### src/rtl/lc3_regfile_mp.sv
// lc3_regfile_mp: parametrised multi-port LC-3 register file with write-pending scoreboard and NZP.
// Optional feature macro: REGFILE_BYPASS_EN (same-cycle writeback forwarding to the read ports).
module lc3_regfile_mp #(
  parameter  int unsigned DATA_W = 16,
  parameter  int unsigned NREGS  = 8,
  parameter  int unsigned NRD    = 2,
  localparam int unsigned ADDR_W = $clog2(NREGS)
) (
  input  logic                     Clk,
  input  logic                     Reset_n,
  input  logic                     LD_REG,
  input  logic [ADDR_W-1:0]        DR,
  input  logic [DATA_W-1:0]        D_IN,
  input  logic                     ISSUE,
  input  logic [ADDR_W-1:0]        ISSUE_DR,
  input  logic [NRD*ADDR_W-1:0]    RD_ADDR,
  output logic [NRD*DATA_W-1:0]    RD_DATA,
  output logic [NRD-1:0]           RD_BUSY,
  output logic [2:0]               NZP,
  output logic [NREGS-1:0]         PEND
);

  localparam logic [2:0] NZP_RST = 3'b010;

  logic [DATA_W-1:0] regs_q [NREGS];
  logic [DATA_W-1:0] regs_d [NREGS];
  logic [NREGS-1:0]  pend_q, pend_d;
  logic [2:0]        nzp_q, nzp_d;
  logic              din_neg, din_zero;

  assign din_neg  = D_IN[DATA_W-1];
  assign din_zero = (D_IN == '0);

  // Next state: a writeback retires the pending bit; a same-cycle issue re-reserves it.
  always_comb begin
    regs_d = regs_q;
    pend_d = pend_q;
    nzp_d  = nzp_q;
    if (LD_REG) begin
      regs_d[DR] = D_IN;
      pend_d[DR] = 1'b0;
      nzp_d      = {din_neg, din_zero, ~din_neg & ~din_zero};
    end
    if (ISSUE) begin
      pend_d[ISSUE_DR] = 1'b1;
    end
  end

  always_ff @(posedge Clk or negedge Reset_n) begin
    if (!Reset_n) begin
      for (int unsigned i = 0; i < NREGS; i++) begin
        regs_q[i] <= '0;
      end
      pend_q <= '0;
      nzp_q  <= NZP_RST;
    end else begin
      regs_q <= regs_d;
      pend_q <= pend_d;
      nzp_q  <= nzp_d;
    end
  end

  // Independent combinational read ports.
  for (genvar k = 0; k < NRD; k++) begin : g_rd
    logic [ADDR_W-1:0] addr;
    logic [DATA_W-1:0] data_c;
    logic              busy_c;

    assign addr = RD_ADDR[k*ADDR_W +: ADDR_W];

    always_comb begin
      data_c = regs_q[addr];
      busy_c = pend_q[addr];
`ifdef REGFILE_BYPASS_EN
      // A write discarded by reset must not be forwarded either.
      if (Reset_n && LD_REG && (DR == addr)) begin
        data_c = D_IN;
        busy_c = 1'b0;
      end
`endif
    end

    assign RD_DATA[k*DATA_W +: DATA_W] = data_c;
    assign RD_BUSY[k]                  = busy_c;
  end

  assign NZP  = nzp_q;
  assign PEND = pend_q;

endmodule

### config.mk
export PLATFORM = sky130hd
export DESIGN_NAME = lc3_regfile_mp
export DESIGN_NICKNAME = d
export VERILOG_FILES = /design/src/rtl/lc3_regfile_mp.sv
export SDC_FILE = /design/constraint.sdc
export NUM_CORES = 1
export LEC_CHECK = 0
export ABC_AREA = 1
export CORE_AREA = 8 8 131 133
export CTS_CLUSTER_SIZE = 28
export DETAILED_ROUTE_END_ITERATION = 10
export DIE_AREA = 0 0 139 141
export GPL_TIMING_DRIVEN = 0
export PLACE_DENSITY = 0.76
export SYNTH_ARGS = -nofsm -noshare
export SYNTH_HDL_FRONTEND = slang
export SYNTH_SLANG_ARGS = --single-unit
### constraint.sdc
create_clock -name Clk -period 4.3 [get_ports Clk]
set_input_delay 0.86 -clock Clk [delete_from_list [all_inputs] [get_ports Clk]]
set_output_delay 0.86 -clock Clk [all_outputs]
set_load 0.05 [all_outputs]
# After elaboration in Yosys (flattened, before gate mapping)
# Cells that the tools add are included.
[word_totals] reg_bits=139 in_bits=32 output_inout_bits=45 elab_cells=52
[op_classes] magnitude_cmp=10 muxes=19 bitwise=9 reduce_logical=4
[ops] op="$bwmux W128" count=1
[ops] op="$bmux W16 S3" count=2
[ops] op="$mux W16" count=5
[ops] op="$demux W16 S3" count=1
[ops] op="$logic_not A16 Y1" count=1
[ops] op="$lt A3 B4 Y1 const B" count=4
[ops] op="$mux W8" count=2
[ops] op="$ge A4 B4 Y1 const B" count=3
[ops] op="$not A3 Y4" count=3
[ops] op="$and A8 B8 Y8" count=1
[ops] op="$not A8 Y8" count=1
[ops] op="$or A8 B8 Y8" count=1
[ops] op="$bmux W1 S3" count=2
[ops] op="$demux W1 S3" count=2
[ops] op="$ge A3 B1 Y1 const B" count=2
[ops] op="$lt A4 B1 Y1 const B" count=1
[ops] op="$mux W1" count=4
[ops] op="$logic_and A1 B1 Y1" count=3
[ops] op="$not A1 Y1" count=2
[ops] op="$and A1 B1 Y1" count=1

# Longest topological paths before layout
[depth] depth_word=9 depth_mapped=10 mapped_depth_nobuf=6

# Worst setup path after synthesis
# OpenSTA, ideal clock, no wires.
[synth_timing] kind="input-to-output" start="in RD_ADDR[4]" end="out RD_DATA[20]" t_arrival_ps=1926 slack_ps=1514 cell_stages=7 cell_sequence="buf_2 > clkinv_1 > clkbuf_1 > nand3_1 > nand2_1 > nand2_1 > nand2_1"
[synth_between] elab_chain_len=4
[synth_rtl] item="start: declaration" line_no="16" source="input logic [NRD*ADDR_W-1:0] RD_ADDR,"
[synth_rtl] item="$not A3 Y4 (implied by the code)" line_no="72" source="data_c = regs_q[addr];"
[synth_rtl] item="$bmux W16 S3" line_no="72"
[synth_rtl] item="$mux W16 (implied by the code) (2 in series)" line_no="72"
[synth_rtl] item="end: declaration" line_no="17" source="output logic [NRD*DATA_W-1:0] RD_DATA,"
# Every way passes these cells. The select of a mux whose other input is x is not followed.

# Final worst setup path
[layout_timing] start="in RD_ADDR[4]" end="out RD_BUSY[1]"
[layout_between] elab_chain_len=2
[layout_rtl] item="$bmux W1 S3" line_no="73" source="busy_c = pend_q[addr];"
[layout_rtl] item="$mux W1 (implied by the code)" line_no="73"
[layout_rtl] item="end: declaration" line_no="18" source="output logic [NRD-1:0] RD_BUSY,"
# Every way passes these cells. The select of a mux whose other input is x is not followed.

==> key figures <==
Yosys
  • Synth cell count leaders: nand2_1 (594), inv_1 (157), nand3_1 (141)
  • Ranking of synthesized cells by area: dfrtp_1 (42%), nand2_1 (27%), nand3_1 (8.7%), o21ai_0 (8.1%), inv_1 (7.2%)
  • Area fraction of the dominant cell type after synthesis: 42.3%
  • Avg Cell Area, Syn: 6.42 µm²
  • Post-synthesis cell area: 8160 µm²
  • #FFs+latches synth: 139
  • Asr flop ratio synth: 100%
  • Warnings, synthesis: 0
  • Post-Synthesis Cells: 1270
  • Synth Flop Type: dfrtp_1
  • Syn Nets: 1302
  • Register area share after synthesis: 42.7%
  • Yosys top cell by area: dfrtp_1
  • Count leader, synth: nand2_1
  • Number of synthesized flops with an enable pin: 0
  • Synth cell types: 19

Final layout
  • Filler cell count in the final layout: 1391
  • Post-layout instance area: 9720 µm²
  • Final nets: 1392
  • Area Growth Syn to Fin: 19.1%
  • Proportion of layout cells with a drive suffix above 1: 5.68%
  • Antenna diode count: 0
  • Fin cells: 1561

Clock network
  • TritonCTS clock tree: yes
  • Worst skew pair latency: 420 ps
  • Root Driver: clkbuf_16
  • H-tree levels: 4
  • CTS Sinks: 139
  • Reg clk slew, reported paths: 60 ps
  • Num CTS Buffers: 17
  • Bufs on Longest Clock Path: 2
  • Hold_buf cts: 0
  • Cts repair resizes: 0
  • Postcts setup bufs: 0

Routing
  • WL/cell: 18.3 µm
  • Iter 0 DRT Violations: 1162
  • Drt pass-1 iters: 6
  • Post-route ant nets: 0
  • DRC: 0
  • Via count: 8750
  • DR vias/cell: 5.61
  • Drt total wl: 28.6 mm

Setup path
  • Crit-path cells: buf_2, clkinv_1, clkbuf_1, nand3_1, nand2_1, nand2_1, nand2_1, buf_4, clkdlybuf4s50_1
  • Reg2Reg Capture Point: PEND[7]
  • Max Fanout on Critical Path: 10
  • Critical path's slowest cell: clkdlybuf4s50_1
  • Worst Setup End Kind: output pin
  • R2r worst-path depth: 2
  • R2R Setup Slk: 3580 ps
  • Crit path from: RD_ADDR[4]
  • Most common cell on crit path: nand2_1
  • Crit-path leading delay family: buffers and inverters
  • Crit path buf inv count: 5
  • Crit path required time: 3440 ps
  • Crit path DAT: 3070 ps
  • Reg2reg start: PEND[7]
  • Crit path largest cell delay: 710 ps
  • Setup crit start kind: primary input
  • WS Path Type: primary input to output pin

Floorplan
  • Core Area: 15000 µm²
  • Die Width: 139 µm
  • Die ar.: 19600 µm²
  • Die Y: 141 µm
  • Site row count: 45
  • Ports: 77
  • Starting Density: 54.5%

Pwr
  • Total power: 4530 µW
  • Leakage power: 0.00530 µW
  • Maximum VDD drop: 0.000311 V
  • PD cells: 466 nW/µm²

GRT
  • Pin count of the biggest net entering global routing: 78
  • Vias in the first global route: 8445
  • First-pass GRT wire length: 45.1 mm
  • Initial antenna violation count: 0
  • Grt ovf: 0
  • All-Layer GR Usage: 29.7%

Timing
  • Count of final setup violators: 0
  • Worst Tran Pin Value: 896 ps
  • Slew Viols, Final: 0
  • RSZ-0062 raised after global routing: false
  • Final worst slack: 374 ps
  • Setup TNS: 0 ps
  • Worst Skew: 0 ps
  • Relative slew slack: 40.2%
  • Max Fclk: 255 MHz
  • Fin crit period: 3930 ps
  • Final hold violations: 0
  • Final period utilization: 91.3%

Placed design
  • DP Wirelength: 20.4 mm
  • Pre-CTS WS: 488 ps
  • Inst Count DP: 1529
  • DP Area: 9120 µm²
  • GP Congestion: 0.937
  • Buffers on Ports: 70

Worst hold path
  • Hold Crit Class: primary input to async pin

Status
  • Status: complete, no violations

Run
  • Total of max-cap violations: 0
power breakdown:
part	internal, µW	switching (µW)	leakage (µW)
Combinational	427	925	0.00329
Clock	889	605	0.000272
Sequential	1550	129	0.00173
Total	2870	1660	0.00530
layout make-up:
class / instances / area, µm² / share of cell area (%)
inverters: 165 / 619 / 6.37
clock buffers: 20 / 457 / 4.70
multi-input cells: 890 / 3710 / 38.2
flip-flops and latches: 139 / 3480 / 35.8
well taps: 188 / 235 / 2.42
repair buffers: 71 / 729 / 7.51
plain buffers: 76 / 342 / 3.52
clock inverters: 12 / 140 / 1.44
through the flow:
stage	hold slack, ps	utilization (%)
after floorplan	453	-
after global placement	459	60.7
after detailed placement	461	60.9
after CTS	437	64.9
after global routing	460	64.9
final	404	64.9
state kept, by name, summed over array words and instances (netlist names):
name    cells
PEND        8
regs_q    128
NZP         3
metal layers:
metal  global-route usage [%]  share of wire [%]  up-vias
met1                     36.9                 40     4081
li1                         -                  -     4064
met3                     8.47                 11      103
met4                     16.4                4.9        0
met2                     46.0                 44      502
met5                        0                  0        -
cell families after synthesis:
| family | count (synthesis) | synth area share (%) |
|---|---|---|
| AOI/OAI and AO/OA | 136 | 8.36 |
| buffers and inverters | 241 | 11.8 |
| DFF | 139 | 42.7 |
| and+or+nand+nor | 754 | 37.2 |
how the worst max path moves through the flow:
stage / to / depth (start not counted)
CTS: RD_BUSY[1] / 9
finish: RD_BUSY[1] / 9
detailed placement: RD_BUSY[1] / 9
floorplan: RD_DATA[20] / 7
global placement: regs_q[68] / 1
global route: RD_BUSY[1] / 9
layout by cell type, fill, tap and decap left out, types with 2 or more instances in the layout:
cell / Yosys / routed
buf_1: 3 / 3
buf_2: 32 / 32
buf_4: 4 / 4
bufinv_16: 0 / 2
clkbuf_1: 36 / 37
clkbuf_16: 0 / 17
clkbuf_8: 0 / 2
clkdlybuf4s50_1: 0 / 69
clkinv_1: 4 / 4
clkinv_4: 0 / 2
clkinvlp_4: 0 / 6
dfrtp_1: 138 / 138
inv_1: 157 / 157
inv_2: 4 / 4
inv_6: 0 / 2
nand2_1: 594 / 594
nand3_1: 141 / 141
nor2_1: 16 / 16
o21ai_0: 132 / 132
o21ai_1: 3 / 3
Note: power is estimated with default switching activity, not from simulation.
